==> src/rtl/i2c_tx_fifo.sv <==
// rtl/i2c_tx_fifo.sv - transmit byte queue between the APB register stage and the I2C byte engine
module i2c_tx_fifo #(
   parameter int data_size = 8,
   parameter int depth     = 16,
   parameter int af_level  = 14,
   parameter int ae_level  = 2
) (
   input  logic                   pclk,
   input  logic                   presetn,
   input  logic                   wr_en,
   input  logic [data_size-1:0]   wdata,
   input  logic                   rd_en,
   output logic [data_size-1:0]   rdata,
   output logic                   full,
   output logic                   empty,
   output logic                   almost_full,
   output logic                   almost_empty,
   output logic [$clog2(depth):0] count,
   output logic                   overflow,
   output logic                   underflow
);

   localparam int AW = $clog2(depth);
   localparam int CW = AW + 1;
   localparam logic [CW-1:0] DEPTH_C = CW'(depth);
   localparam logic [CW-1:0] AF_C    = CW'(af_level);
   localparam logic [CW-1:0] AE_C    = CW'(ae_level);

   logic [data_size-1:0] mem_q [depth];
   logic [AW-1:0]        wr_ptr_q, wr_ptr_d;
   logic [AW-1:0]        rd_ptr_q, rd_ptr_d;
   logic [CW-1:0]        count_q, count_d;
   logic                 wr_en_q;
   logic                 overflow_q, underflow_q;
   logic                 push_req, pop_ok, push_ok;

   // Status flags decode straight from the registered occupancy
   always_comb begin
      full         = (count_q == DEPTH_C);
      empty        = (count_q == '0);
      almost_full  = (count_q >= AF_C);
      almost_empty = (count_q <= AE_C);
   end

   // Push/pop qualification and next-state pointers/occupancy
   always_comb begin
      // A long write strobe from the register stage still yields a single push
      push_req = wr_en & ~wr_en_q;
      pop_ok   = rd_en & ~empty;
      // A pop in the same cycle frees the slot, so a push into a full queue is taken
      push_ok  = push_req & (~full | pop_ok);
      wr_ptr_d = push_ok ? wr_ptr_q + AW'(1) : wr_ptr_q;
      rd_ptr_d = pop_ok  ? rd_ptr_q + AW'(1) : rd_ptr_q;
      count_d  = count_q;
      if (push_ok && !pop_ok) begin
         count_d = count_q + CW'(1);
      end else if (pop_ok && !push_ok) begin
         count_d = count_q - CW'(1);
      end
   end

   // Control state: pointers, occupancy, strobe history and error pulses
   always_ff @(posedge pclk or negedge presetn) begin
      if (!presetn) begin
         wr_ptr_q    <= '0;
         rd_ptr_q    <= '0;
         count_q     <= '0;
         wr_en_q     <= 1'b0;
         overflow_q  <= 1'b0;
         underflow_q <= 1'b0;
      end else begin
         wr_ptr_q    <= wr_ptr_d;
         rd_ptr_q    <= rd_ptr_d;
         count_q     <= count_d;
         wr_en_q     <= wr_en;
         overflow_q  <= push_req & full & ~pop_ok;
         underflow_q <= rd_en & empty;
      end
   end

   // Storage array; left unreset since it is masked whenever the queue is empty
   always_ff @(posedge pclk) begin
      if (push_ok) begin
         mem_q[wr_ptr_q] <= wdata;
      end
   end

   // First-word-fall-through head, forced to zero when nothing is queued
   always_comb begin
      rdata = empty ? '0 : mem_q[rd_ptr_q];
   end

   assign count     = count_q;
   assign overflow  = overflow_q;
   assign underflow = underflow_q;

endmodule

==> config.mk <==
export PLATFORM = sky130hd
export DESIGN_NAME = i2c_tx_fifo
export DESIGN_NICKNAME = d
export VERILOG_FILES = /design/src/rtl/i2c_tx_fifo.sv
export SDC_FILE = /design/constraint.sdc
export NUM_CORES = 1
export LEC_CHECK = 0
export BUFFER_PORTS_ARGS = -buffer_cell sky130_fd_sc_hd__clkbuf_2
export CORE_MARGIN = 10
export CORE_UTILIZATION = 40
export CTS_BUF_LIST = sky130_fd_sc_hd__clkbuf_8
export DETAILED_ROUTE_END_ITERATION = 6
export GPL_TIMING_DRIVEN = 0
export PLACE_DENSITY_LB_ADDON = 0.25
export SYNTH_ARGS = -nofsm -noshare
export SYNTH_HDL_FRONTEND = slang
export SYNTH_SLANG_ARGS = --single-unit
==> constraint.sdc <==
create_clock -name pclk -period 2.91 [get_ports pclk]
set_input_delay 0.582 -clock pclk [delete_from_list [all_inputs] [get_ports pclk]]
set_output_delay 0.582 -clock pclk [all_outputs]
set_load 0.05 [all_outputs]
=== Word-level counts from Yosys, hierarchy flattened ===
Memories as Yosys holds them, arrays and structs flattened.
Cells that the tools add are included.
W data, S select, Z words.

* Bitwise logic cells: 11
* Add/sub/neg operators: 4
* $lt $le $gt $ge: 2
* Multiplexer cells: 5
* Reductions and logical operators: 6
* Equality and inequality tests: 1

{| class="wikitable"
|+ Operators with widths
! cell !! count
|-
| $mux W5 || 2
|-
| $add A4 B1 Y4 const B || 2
|-
| $mux W8 || 1
|-
| $and A1 B1 Y1 || 6
|-
| $add A5 B1 Y5 const B || 1
|-
| $eq A5 B5 Y1 const B || 1
|-
| $ge A5 B4 Y1 const B || 1
|-
| $le A5 B2 Y1 const B || 1
|-
| $logic_not A5 Y1 || 1
|-
| $sub A5 B1 Y5 const B || 1
|-
| $not A1 Y1 || 4
|-
| $logic_and A1 B1 Y1 || 2
|-
| $logic_not A1 Y1 || 2
|-
| $mux W1 || 2
|-
| $reduce_bool A2 Y1 || 1
|-
| $or A1 B1 Y1 || 1
|}

* Input port bits: 12
* Register bits after elaboration: 16
* Output and inout port bits: 19
* Logic and storage cells: 36
* Memory bits (writable): 128
* Memories kept: 1

{| class="wikitable"
|+ Memory list
! memory !! depth !! width !! read ports !! clocked after Yosys merged registers in !! wr ports !! RTL line !! RTL
|-
| mem_q || 16 || 8 || 1 || 0 || 1 || 29 || <nowiki>logic [data_size-1:0] mem_q [depth];</nowiki>
|}

=== Depth between registers and ports, before layout ===
* Depth after elaboration: 9
* Gate-level depth with buffers: 10
* Depth with buffers taken out: 10

=== Worst setup path after synthesis ===
OpenSTA, ideal clock, no wires.

* Path kind: reg2out
* Start: register count_q[4], in the netlist count[4]
* End: output port almost_empty
* Cell stages (with the launch flop): 3
* Data arrival time: 3.183 ns
* Data required time: 2.328 ns
* Slack: -0.855 ns
* Cell sequence: dfrtp_1 > clkbuf_1 > a2111oi_0

* Longest elaborated chain between the ends: 1

{| class="wikitable"
|+ Ends and longest elaborated chain
! element !! RTL line !! RTL
|-
| start: declaration || 32 || <nowiki>logic [CW-1:0] count_q, count_d;</nowiki>
|-
| start signal: assignment || 74 || <nowiki>count_q <= count_d;</nowiki>
|-
| $le A5 B2 Y1 || 42 || <nowiki>almost_empty = (count_q <= AE_C);</nowiki>
|-
| end: declaration || 17 || <nowiki>output logic almost_empty,</nowiki>
|}

No other way between the ends.

=== Final worst setup path ===
* Start: register rd_ptr_q[0]
* End: output port rdata[1]

* Longest elaborated chain between the ends: 2

{| class="wikitable"
|+ Ends and longest elaborated chain
! element !! RTL line !! RTL
|-
| start: declaration || 31 || <nowiki>logic [AW-1:0] rd_ptr_q, rd_ptr_d;</nowiki>
|-
| start signal: assignment || 73 || <nowiki>rd_ptr_q <= rd_ptr_d;</nowiki>
|-
| $mem_v2 Z16 W8 || - ||
|-
| $mux W8 || 90 || <nowiki>rdata = empty ? '0 : mem_q[rd_ptr_q];</nowiki>
|-
| end: declaration || 13 || <nowiki>output logic [data_size-1:0] rdata,</nowiki>
|}

No other way between the ends.

==> out/qor.yml <==
die_x_um: 141.8
cellPowerDensity_nw_per_um2: 1107
num_vias: 2950
worst-slew-pin-transition_ps: 1206
ctsLongestPathBuffers: 2
dp_slack_ps: -176.8
synth_area_um2: 5934
place_hpwl_um: 7810
cp_data_required_time_ps: 2330
critPathKind: "reg2out"
cts_root_buf: "clkbuf_8"
synth_cells: 307
slew_viol_final: 0
multiInputGateArea_um2: 1689
htreeDepth: 4
layout.cells.non_filler: 562
status: "finished, violations left"
start_util_pct: 40.83
antenna_found_initial: 0
rows: 44
p_leak_nw: 2.499
cap_violations: 0
synth_warnings: 0
drc: 0
regToRegStartpoint: "count[3]"
violations: "setup timing"
post_synth.cell_area_avg_um2: 19.33
final_layout_size_suffix_gt1_share_pct: 36.77
start_kind: "register"
setup_tns_ps: -48.95
rsz0062_at_grt: "true"
cts_num_sinks: 144
grt_start_max_net_pins: 17
synth.most_common_cell: "edfxtp_1"
fin_crit_sh_pct: 100.8
die_h_um: 141.8
max_freq_mhz: 340.9
nets: 387
fin_total_pwr_mw: 7.910
hold_path.class: "in2async"
cts_tree: "yes"
synthFlopType: "edfxtp_1"
skew_ps: 9.657
holdWs_ps: 79.34
slew_headroom_pct: 18.95
grt_pass1_vias: 3037
grt.overflow.total: 0
clk_latency_ps: 440
first_iter_violations: 244
drt_first_pass_iters: 4
avgRoutedWirePerCell_um: 21.72
cts_buffers: 17
final.min_clock_period_ps: 2933
syn_nets: 329
synth_common_cells: "edfxtp_1, mux4_1, dfrtp_1"
ir_drop_mv: 0.4253
setup_viol: 3
crit_path_max_fanout: 6
ant_nets: 0
fill_cells: 1219
die_area_um2: 20110
seqCellArea_um2: 4249
drt-vias-per-instance: 5.249
grt_pass1_wl_um: 18670
ys_async_sr_fraction_pct: 11.11
cts_hold_buffers: 0
num_antenna_cells: 0
arrival_ps: 2350
synth_edf_count: 128
port_buffers: 30
synth-seq-cells: 144
report.final.hold_viol_count: 0
yosysUniqueCellTypes: 37
coreArea_um2: 14530
fin_ws_ps: -23.40
startpoint: "rd_ptr_q[0]"
synthTopCellsByArea: "edfxtp_1, mux4_1, dfrtp_1"
area_growth_pct: 20.43
placed_cells_incl_taps: 521
gp_congestion: 0.7633
track_usage_pct: 12.82
synth_top_area_share_pct: 64.77
cp-end-kind: "output pin"
seq_area_frac_synth_pct: 71.52
design.portCount: 31
yosys.area.top_type: "edfxtp_1"
clkTransAtPathRegs_ps: 80
finalWirelength_um: 12210
critical path, stage by stage (launching register included):
cell       delay [ps]
dfrtp_1           370
buf_6             160
clkbuf_16         160
mux4_2            540
mux2_4            280
o21ai_1           120
a21oi_1            70
clkbuf_8          200
where the power goes:
| part | switching [mW] | internal, mW | total (mW) |
|---|---|---|---|
| sequential | 0.147 | 2.45 | 2.59 |
| clock | 0.714 | 1.20 | 1.92 |
| combinational | 1.89 | 1.51 | 3.40 |
| total | 2.75 | 5.16 | 7.91 |
state kept, by name, summed over array words and instances (netlist names):
name and cells:
count 5, overflow 1, underflow 1, wr_en_q 1, rd_ptr_q 4, wr_ptr_q 4, mem_q 128
worst paths after layout:
path / endpoint / slack [ps] / depth (start not counted)
setup / recovery: rdata[1] / -20 / 7
min in group pclk: wr_en_q / 270 / 1
hold / removal: wr_ptr_q[2] / 80 / 1
max in group asynchronous: rd_ptr_q[3] / 2480 / 1
hold reg to reg: overflow / 610 / 2
setup reg to reg: count[4] / 230 / 10
repair_timing:
action                     CTS  global route
setup endpoints to repair   25             9
buffers inserted             3             6
pin swaps                    1             3
resized for setup           46            27
cloned                       0             1
cell type report:
class	instances	area share, %
Clock inverter	14	3.414
Tap cell	184	3.221
Multi-Input combinational cell	141	23.63
Clock buffer	18	3.466
Inverter	5	0.2626
Timing Repair Buffer	40	4.674
Sequential cell	144	59.45
Buffer	16	1.873
cell usage in the layout (no fill, tap or decap), types with 8 or more instances in the layout:
cell	synthesis	final
buf_4	1	9
dfrtp_1	16	12
clkbuf_8	0	22
nor2_1	13	13
clkbuf_2	0	24
mux4_2	15	23
mux4_1	17	9
xnor2_1	8	8
ha_1	9	8
edfxtp_1	128	128
nand2_1	11	11
through the flow:
stage               utilization, %  instance area, um^2
global route                 49.17                 7147
finish                       49.17                 7147
global placement             43.53                 6327
floorplan                        -                 5947
detailed placement           43.53                 6327
CTS                          48.01                 6978
layer usage:
layer	wire length (um)	vias to the layer above	GRT usage, %
li1	-	1341	-
met1	5244	1517	16.47
met5	0	-	0
met3	640	17	3.605
met4	244	0	5.541
met2	6076	75	19.89
cells by family (layout without fill, tap and decap cells):
logic type,after synthesis,count (layout),share of synthesized area [%]
DFF,144,144,71.52
and+or+nand+nor,42,42,3.247
AOI/OAI and AO/OA,29,29,2.889
muxes,51,51,16.64
xor gates and xnor gates,9,9,1.328
buffers and inverters,22,93,2.150
adders and majority gates,10,10,2.235
No activity file was read; power rests on OpenSTA's default activity.
